File: src/rtl/riscv_fetch_pkg.sv
// Shared constants and the queue entry type for the RV32I prefetching fetch stage.
// Pure declarations; no logic and no timing.
package riscv_fetch_pkg;

  localparam int XLEN    = 32;
  localparam int INST_W  = 32;
  localparam int PC_STEP = 4;

  localparam logic [XLEN-1:0]   RESET_PC_DEFAULT = 32'h0000_0000;
  localparam logic [INST_W-1:0] NOP              = 32'h0000_0013;

  typedef struct packed {
    logic [INST_W-1:0] inst;
    logic [XLEN-1:0]   pc;
  } fetch_entry_t;

endpackage

File: src/rtl/fetch_fifo.sv
// DEPTH-entry synchronous FIFO with flush; head visible combinationally, push-to-head 1 cycle.
// No internal backpressure: the caller must never push into a full FIFO without popping.
module fetch_fifo
  import riscv_fetch_pkg::*;
#(
  parameter int  DEPTH = 4,
  parameter type T     = fetch_entry_t,
  localparam int AW    = $clog2(DEPTH),
  localparam int CW    = AW + 1
) (
  input  logic          clk,
  input  logic          rst_n,
  input  logic          flush_i,
  input  logic          push_i,
  input  T              push_dat_i,
  input  logic          pop_i,
  output T              head_o,
  output logic [CW-1:0] count_o
);

  T              mem_q [DEPTH];
  logic [AW-1:0] wr_ptr_q, wr_ptr_d;
  logic [AW-1:0] rd_ptr_q, rd_ptr_d;
  logic [CW-1:0] count_q, count_d;

  always_comb begin
    wr_ptr_d = wr_ptr_q;
    rd_ptr_d = rd_ptr_q;
    count_d  = count_q;
    if (flush_i) begin
      wr_ptr_d = '0;
      rd_ptr_d = '0;
      count_d  = '0;
    end else begin
      // DEPTH is a power of two, so the pointers wrap on their own.
      if (push_i) wr_ptr_d = wr_ptr_q + AW'(1);
      if (pop_i)  rd_ptr_d = rd_ptr_q + AW'(1);
      count_d = count_q + CW'(push_i) - CW'(pop_i);
    end
  end

  always_ff @(posedge clk or negedge rst_n) begin
    if (!rst_n) begin
      wr_ptr_q <= '0;
      rd_ptr_q <= '0;
      count_q  <= '0;
    end else begin
      wr_ptr_q <= wr_ptr_d;
      rd_ptr_q <= rd_ptr_d;
      count_q  <= count_d;
    end
  end

  always_ff @(posedge clk) begin
    if (push_i && !flush_i) mem_q[wr_ptr_q] <= push_dat_i;
  end

  assign head_o  = mem_q[rd_ptr_q];
  assign count_o = count_q;

  a_no_overflow: assert property (@(posedge clk) disable iff (!rst_n)
    !(push_i && !pop_i && !flush_i && count_q == CW'(DEPTH)));
  a_no_underflow: assert property (@(posedge clk) disable iff (!rst_n)
    !(pop_i && count_q == '0));

endmodule

File: src/rtl/instruction_fetch_queue.sv
// RV32I fetch stage: credit-limited IMEM requests feed an in-order prefetch queue to decode.
// Response-to-decode latency 1 cycle; decode stalls hold the queue and withdraw request credit.
module instruction_fetch_queue #(
  parameter int              XLEN     = 32,
  parameter int              DEPTH    = 4,
  parameter logic [XLEN-1:0] RESET_PC = '0
) (
  input  logic            clk,
  input  logic            reset_n,
  input  logic            redirect_valid,
  input  logic [XLEN-1:0] redirect_pc,
  output logic            imem_req_valid,
  input  logic            imem_req_ready,
  output logic [XLEN-1:0] imem_req_addr,
  input  logic            imem_rsp_valid,
  input  logic [31:0]     imem_rsp_data,
  output logic            out_valid,
  input  logic            out_ready,
  output logic [31:0]     out_inst,
  output logic [XLEN-1:0] out_pc,
  output logic [XLEN-1:0] out_pc_plus4
);

  import riscv_fetch_pkg::*;

  localparam int CW = $clog2(DEPTH) + 1;

  typedef struct packed {
    logic [INST_W-1:0] inst;
    logic [XLEN-1:0]   pc;
  } entry_t;

  logic [XLEN-1:0] fetch_pc_q, fetch_pc_d;
  logic [XLEN-1:0] rsp_pc_q, rsp_pc_d;
  logic [CW-1:0]   inflight_q, inflight_d;
  logic [CW-1:0]   discard_q, discard_d;
  logic [CW-1:0]   count;
  logic [XLEN-1:0] redirect_base;
  logic            credit_ok, req_fire, rsp_drop, push, pop;
  entry_t          push_dat, head;

  assign redirect_base = redirect_pc & ~XLEN'(3);
  assign credit_ok     = ({1'b0, inflight_q} + {1'b0, count}) < (CW + 1)'(DEPTH);

  assign imem_req_valid = reset_n && !redirect_valid && credit_ok;
  assign imem_req_addr  = {2'b00, fetch_pc_q[XLEN-1:2]};
  assign req_fire       = imem_req_valid && imem_req_ready;

  assign rsp_drop      = (discard_q != '0) || redirect_valid;
  assign push          = imem_rsp_valid && !rsp_drop;
  assign push_dat.inst = imem_rsp_data;
  assign push_dat.pc   = rsp_pc_q;

  assign out_valid    = (count != '0) && !redirect_valid;
  assign pop          = out_valid && out_ready;
  assign out_inst     = out_valid ? head.inst : NOP;
  assign out_pc       = head.pc;
  assign out_pc_plus4 = out_pc + XLEN'(PC_STEP);

  // inflight counts every outstanding response, including those already
  // marked for discard, so a redirect turns all survivors into discards.
  always_comb begin
    fetch_pc_d = fetch_pc_q;
    rsp_pc_d   = rsp_pc_q;
    inflight_d = inflight_q + CW'(req_fire) - CW'(imem_rsp_valid);
    discard_d  = discard_q;
    if (redirect_valid) begin
      fetch_pc_d = redirect_base;
      rsp_pc_d   = redirect_base;
      discard_d  = inflight_q - CW'(imem_rsp_valid);
    end else begin
      if (req_fire) fetch_pc_d = fetch_pc_q + XLEN'(PC_STEP);
      if (push)     rsp_pc_d   = rsp_pc_q + XLEN'(PC_STEP);
      if (imem_rsp_valid && discard_q != '0) discard_d = discard_q - CW'(1);
    end
  end

  always_ff @(posedge clk or negedge reset_n) begin
    if (!reset_n) begin
      fetch_pc_q <= RESET_PC;
      rsp_pc_q   <= RESET_PC;
      inflight_q <= '0;
      discard_q  <= '0;
    end else begin
      fetch_pc_q <= fetch_pc_d;
      rsp_pc_q   <= rsp_pc_d;
      inflight_q <= inflight_d;
      discard_q  <= discard_d;
    end
  end

  fetch_fifo #(
    .DEPTH (DEPTH),
    .T     (entry_t)
  ) u_fifo (
    .clk        (clk),
    .rst_n      (reset_n),
    .flush_i    (redirect_valid),
    .push_i     (push),
    .push_dat_i (push_dat),
    .pop_i      (pop),
    .head_o     (head),
    .count_o    (count)
  );

  a_inflight_max: assert property (@(posedge clk) disable iff (!reset_n) inflight_q <= CW'(DEPTH));
  a_discard_max:  assert property (@(posedge clk) disable iff (!reset_n) discard_q <= CW'(DEPTH));
  a_count_max:    assert property (@(posedge clk) disable iff (!reset_n) count <= CW'(DEPTH));
  a_rsp_expected: assert property (@(posedge clk) disable iff (!reset_n)
    imem_rsp_valid |-> inflight_q != '0);

endmodule

File: config.mk
export PLATFORM = sky130hd
export DESIGN_NAME = instruction_fetch_queue
export DESIGN_NICKNAME = d
export VERILOG_FILES = /design/src/rtl/riscv_fetch_pkg.sv /design/src/rtl/fetch_fifo.sv /design/src/rtl/instruction_fetch_queue.sv
export SDC_FILE = /design/constraint.sdc
export NUM_CORES = 1
export LEC_CHECK = 0
export CAP_MARGIN = 15
export CORE_MARGIN = 2
export CORE_UTILIZATION = 59
export CTS_CLUSTER_DIAMETER = 50
export DETAILED_ROUTE_END_ITERATION = 6
export PLACE_DENSITY = 0.95
export SYNTH_ARGS = -nofsm -noshare
export SYNTH_HDL_FRONTEND = slang
export SYNTH_SLANG_ARGS = --single-unit
File: constraint.sdc
create_clock -name clk -period 5.54 [get_ports clk]
set_input_delay 1.108 -clock clk [delete_from_list [all_inputs] [get_ports clk]]
set_output_delay 1.108 -clock clk [all_outputs]
set_load 0.05 [all_outputs]
==> flow_summary.toml <==
[timing]
fin_tns_setup_ns = 0
setup_viol_count_final = 0
drv_slew = 0
relSlewSlack_pct = 21.3
worst_pin_slew_ns = 1.18
hold_violations = 0
finalCritPeriodShare_pct = 96.5
max_freq_mhz = 187
fin_crit_ns = 5.34
clock_skew_ns = 0.0258
rsz0062_at_grt = "no"

[synth]
seq_area_frac_synth_pct = 66.1
syn_area_mm2 = 0.0140
synth-async-reset-ratio_pct = 22.7
ys_types = 47
synthFlopType = "edfxtp_1"
yosysWarnings = 0
synth-seq-cells = 321
yosys.area.top_type = "edfxtp_1"
yosys.area.top_type_share_pct = 53.1
ys_top_cells_by_count = "edfxtp_1 (248), dfrtp_1 (73), mux4_2 (61)"
syn_area_per_cell_um2 = 15.6
synth_edf_count = 248
yosys-top-cells-area = "edfxtp_1 (53%), dfrtp_1 (13%), mux4_2 (9.8%)"
syn_inst = 901
synth.most_common_cell = "edfxtp_1"

[power]
combPwrFrac_pct = 33.2
switchingPower_uw = 2650
seqPwrFrac_pct = 39.1
p_sw_share_pct = 35.0
clock_power_share_pct = 27.7
ir_worst_vdd_v = 0.000317
p_leak_uw = 0.00594
power_density_mw_per_mm2 = 437
p_int_uw = 4920

[global_routing]
globalRouteOverflowTotal = 0
grt_pass1_vias = 8976
grt_use_total_pct = 27.3
grt_pass1_wl_um = 51100
antenna_found_initial = 3
grt_max_degree = 74

[final_layout]
fill_cells = 1344
nNetsFinal = 1190
areaGrowthSynthToFinish_pct = 23.4
post-route-util_pct = 74.0
ff_latch_area_mm2 = 0.00928
multi_input_area_mm2 = 0.00445
drive_above_1_share_pct = 14.1

[clock_network]
cts_resized = 0
numCtsBuffers = 30
clock_sinks = 321
cts_tree = "built"
post_cts_buffers = 0
cts-root-buf = "clkbuf_16"
holdBufCountCts = 0
cts-root-to-sink-buffers = 3
clock_insertion_delay_worst_skew_ns = 0.56
htree_levels = 1
path_clk_slew_ns = 0.06

[route]
drc_errors = 0
drtIter0Drc = 993
ant_nets = 0
wl_per_cell_um = 23.3
via_per_inst = 6.18
vias = 8940
drt_wl_total_um = 33700
drtPass1Iterations = 7

[setup_path]
path_max_fanout = 27
start_kind = "flop"
critPathCaptureType = "primary output"
worst-setup-path-type = "reg -> out"
crit_arrival_ns = 4.24
cp.required_ns = 4.43

[floorplan]
io_pins = 200
design.die.area_mm2 = 0.0250
dieHeight_um = 158
initial_utilization_pct = 59.9
die_w_um = 158
core_area_mm2 = 0.0234
rows = 56

[place]
hpwl_um = 20900
globalplace.congestion = 0.863
port_buffers = 191

[min_path]
hp-class = "reg -> reg"

[flow_run]
maxCapViolations = 0

[outcome]
status = "complete, no violations"
==> logic make-up (layout without fill, tap and decap cells) <==
kind of cell / after synthesis / count (layout) / share of synthesized area [%]
AOI/OAI and AO/OA: 67 / 67 / 2.85
DFF: 321 / 321 / 66.1
muxes: 85 / 85 / 11.8
xor gates and xnor gates: 74 / 74 / 4.62
buffers and inverters: 70 / 288 / 2.34
adders and majority gates: 19 / 19 / 1.80
and+or+nand+nor: 264 / 264 / 10.5
other: 1 / 9 / 0.0267
==> worst max-delay path: stages (launching register included) <==
cell,delay [ns]
dfrtp_4,0.80
mux4_1,0.75
ha_1,0.31
and3_1,0.21
and2_1,0.29
and3_1,0.26
xor2_1,0.18
clkdlybuf4s50_1,0.86
==> power by group through the flow <==
stage	clock [µW]	sequential, µW	combinational [µW]
6_report	2090	2960	2520
5_1_grt	2190	2990	2650
2_1_floorplan	0	3010	1700
3_3_place_gp	0	2990	2450
3_5_place_dp	0	3000	2510
4_1_cts	2110	2960	2530
==> cells in the final DEF, fill, tap and decap left out, types with 4 or more instances in the layout <==
cell type	n
nor4_1	13
conb_1	6
buf_4	11
clkinv_2	8
o211ai_1	9
nand3_1	39
a21oi_1	11
dfrtp_1	71
bufinv_16	4
or3_1	8
and3_2	4
edfxtp_1	248
o21ai_0	32
clkbuf_16	31
xnor2_1	54
mux4_2	61
nand2_1	54
ha_1	17
nor2_1	29
nand4_1	27
nor3_1	16
clkinv_1	6
mux2_2	20
and4_1	6
o311ai_0	8
and2_1	36
inv_1	27
a31oi_1	5
xor2_1	20
buf_12	4
and3_1	13
clkdlybuf4s50_1	189
==> routing by layer <==
| metal | track usage (%) | wire (µm) |
|---|---|---|
| met1 | 34.7 | 12300 |
| met2 | 46.2 | 17100 |
| met3 | 6.49 | 3000 |
| met4 | 10.4 | 1250 |
| met5 | 0 | 0 |
==> through the flow <==
| stage | hold slack [ns] | instance area [µm²] | cells | setup slack, ns | power [µW] |
|---|---|---|---|---|---|
| 2_1_floorplan | 0.474 | 14000 | 906 | 1.33 | 4710 |
| 3_3_place_gp | 0.516 | 16300 | 1388 | 0.921 | 5440 |
| 3_5_place_dp | 0.525 | 16300 | 1388 | 0.840 | 5510 |
| 4_1_cts | 0.531 | 17300 | 1443 | 0.173 | 7590 |
| 5_1_grt | 0.564 | 17300 | 1446 | 0.0328 | 7830 |
| 6_report | 0.542 | 17300 | 1446 | 0.196 | 7570 |
==> registers in the layout, summed over array words and instances, names as in the netlist <==
signal           count
u_fifo.count_o       3
rsp_pc_q            30
inflight_q           3
fetch_pc_q          30
discard_q            3
u_fifo.rd_ptr_q      2
u_fifo.mem_q       248
u_fifo.wr_ptr_q      2
==> final cells by class <==
class                      count  share of cell area, %
sequential                   321                   53.6
multi-input combinational    515                   25.7
timing repair buffer         205                   11.9
clock buffer                  36                   4.70
tap                          319                   2.31
clock inverter                19                   1.13
inverter                      28                  0.607
antenna                        3                 0.0434
==> path summary, 6_finish.rpt <==
kind                                       to  depth (start not counted)          startpoint  slack, ns
hold / removal                 fetch_pc_q[31]                          2      fetch_pc_q[31]       0.54
setup reg to reg                inflight_q[2]                         11       inflight_q[2]       2.58
hold reg to reg                fetch_pc_q[31]                          2      fetch_pc_q[31]       0.54
setup / recovery             out_pc_plus4[12]                          7  u_fifo.rd_ptr_q[0]       0.20
max in group asynchronous  u_fifo.rd_ptr_q[0]                          2             reset_n       3.97
min in group asynchronous         rsp_pc_q[9]                          2             reset_n       0.83
Note: power is estimated with default switching activity, not from simulation.
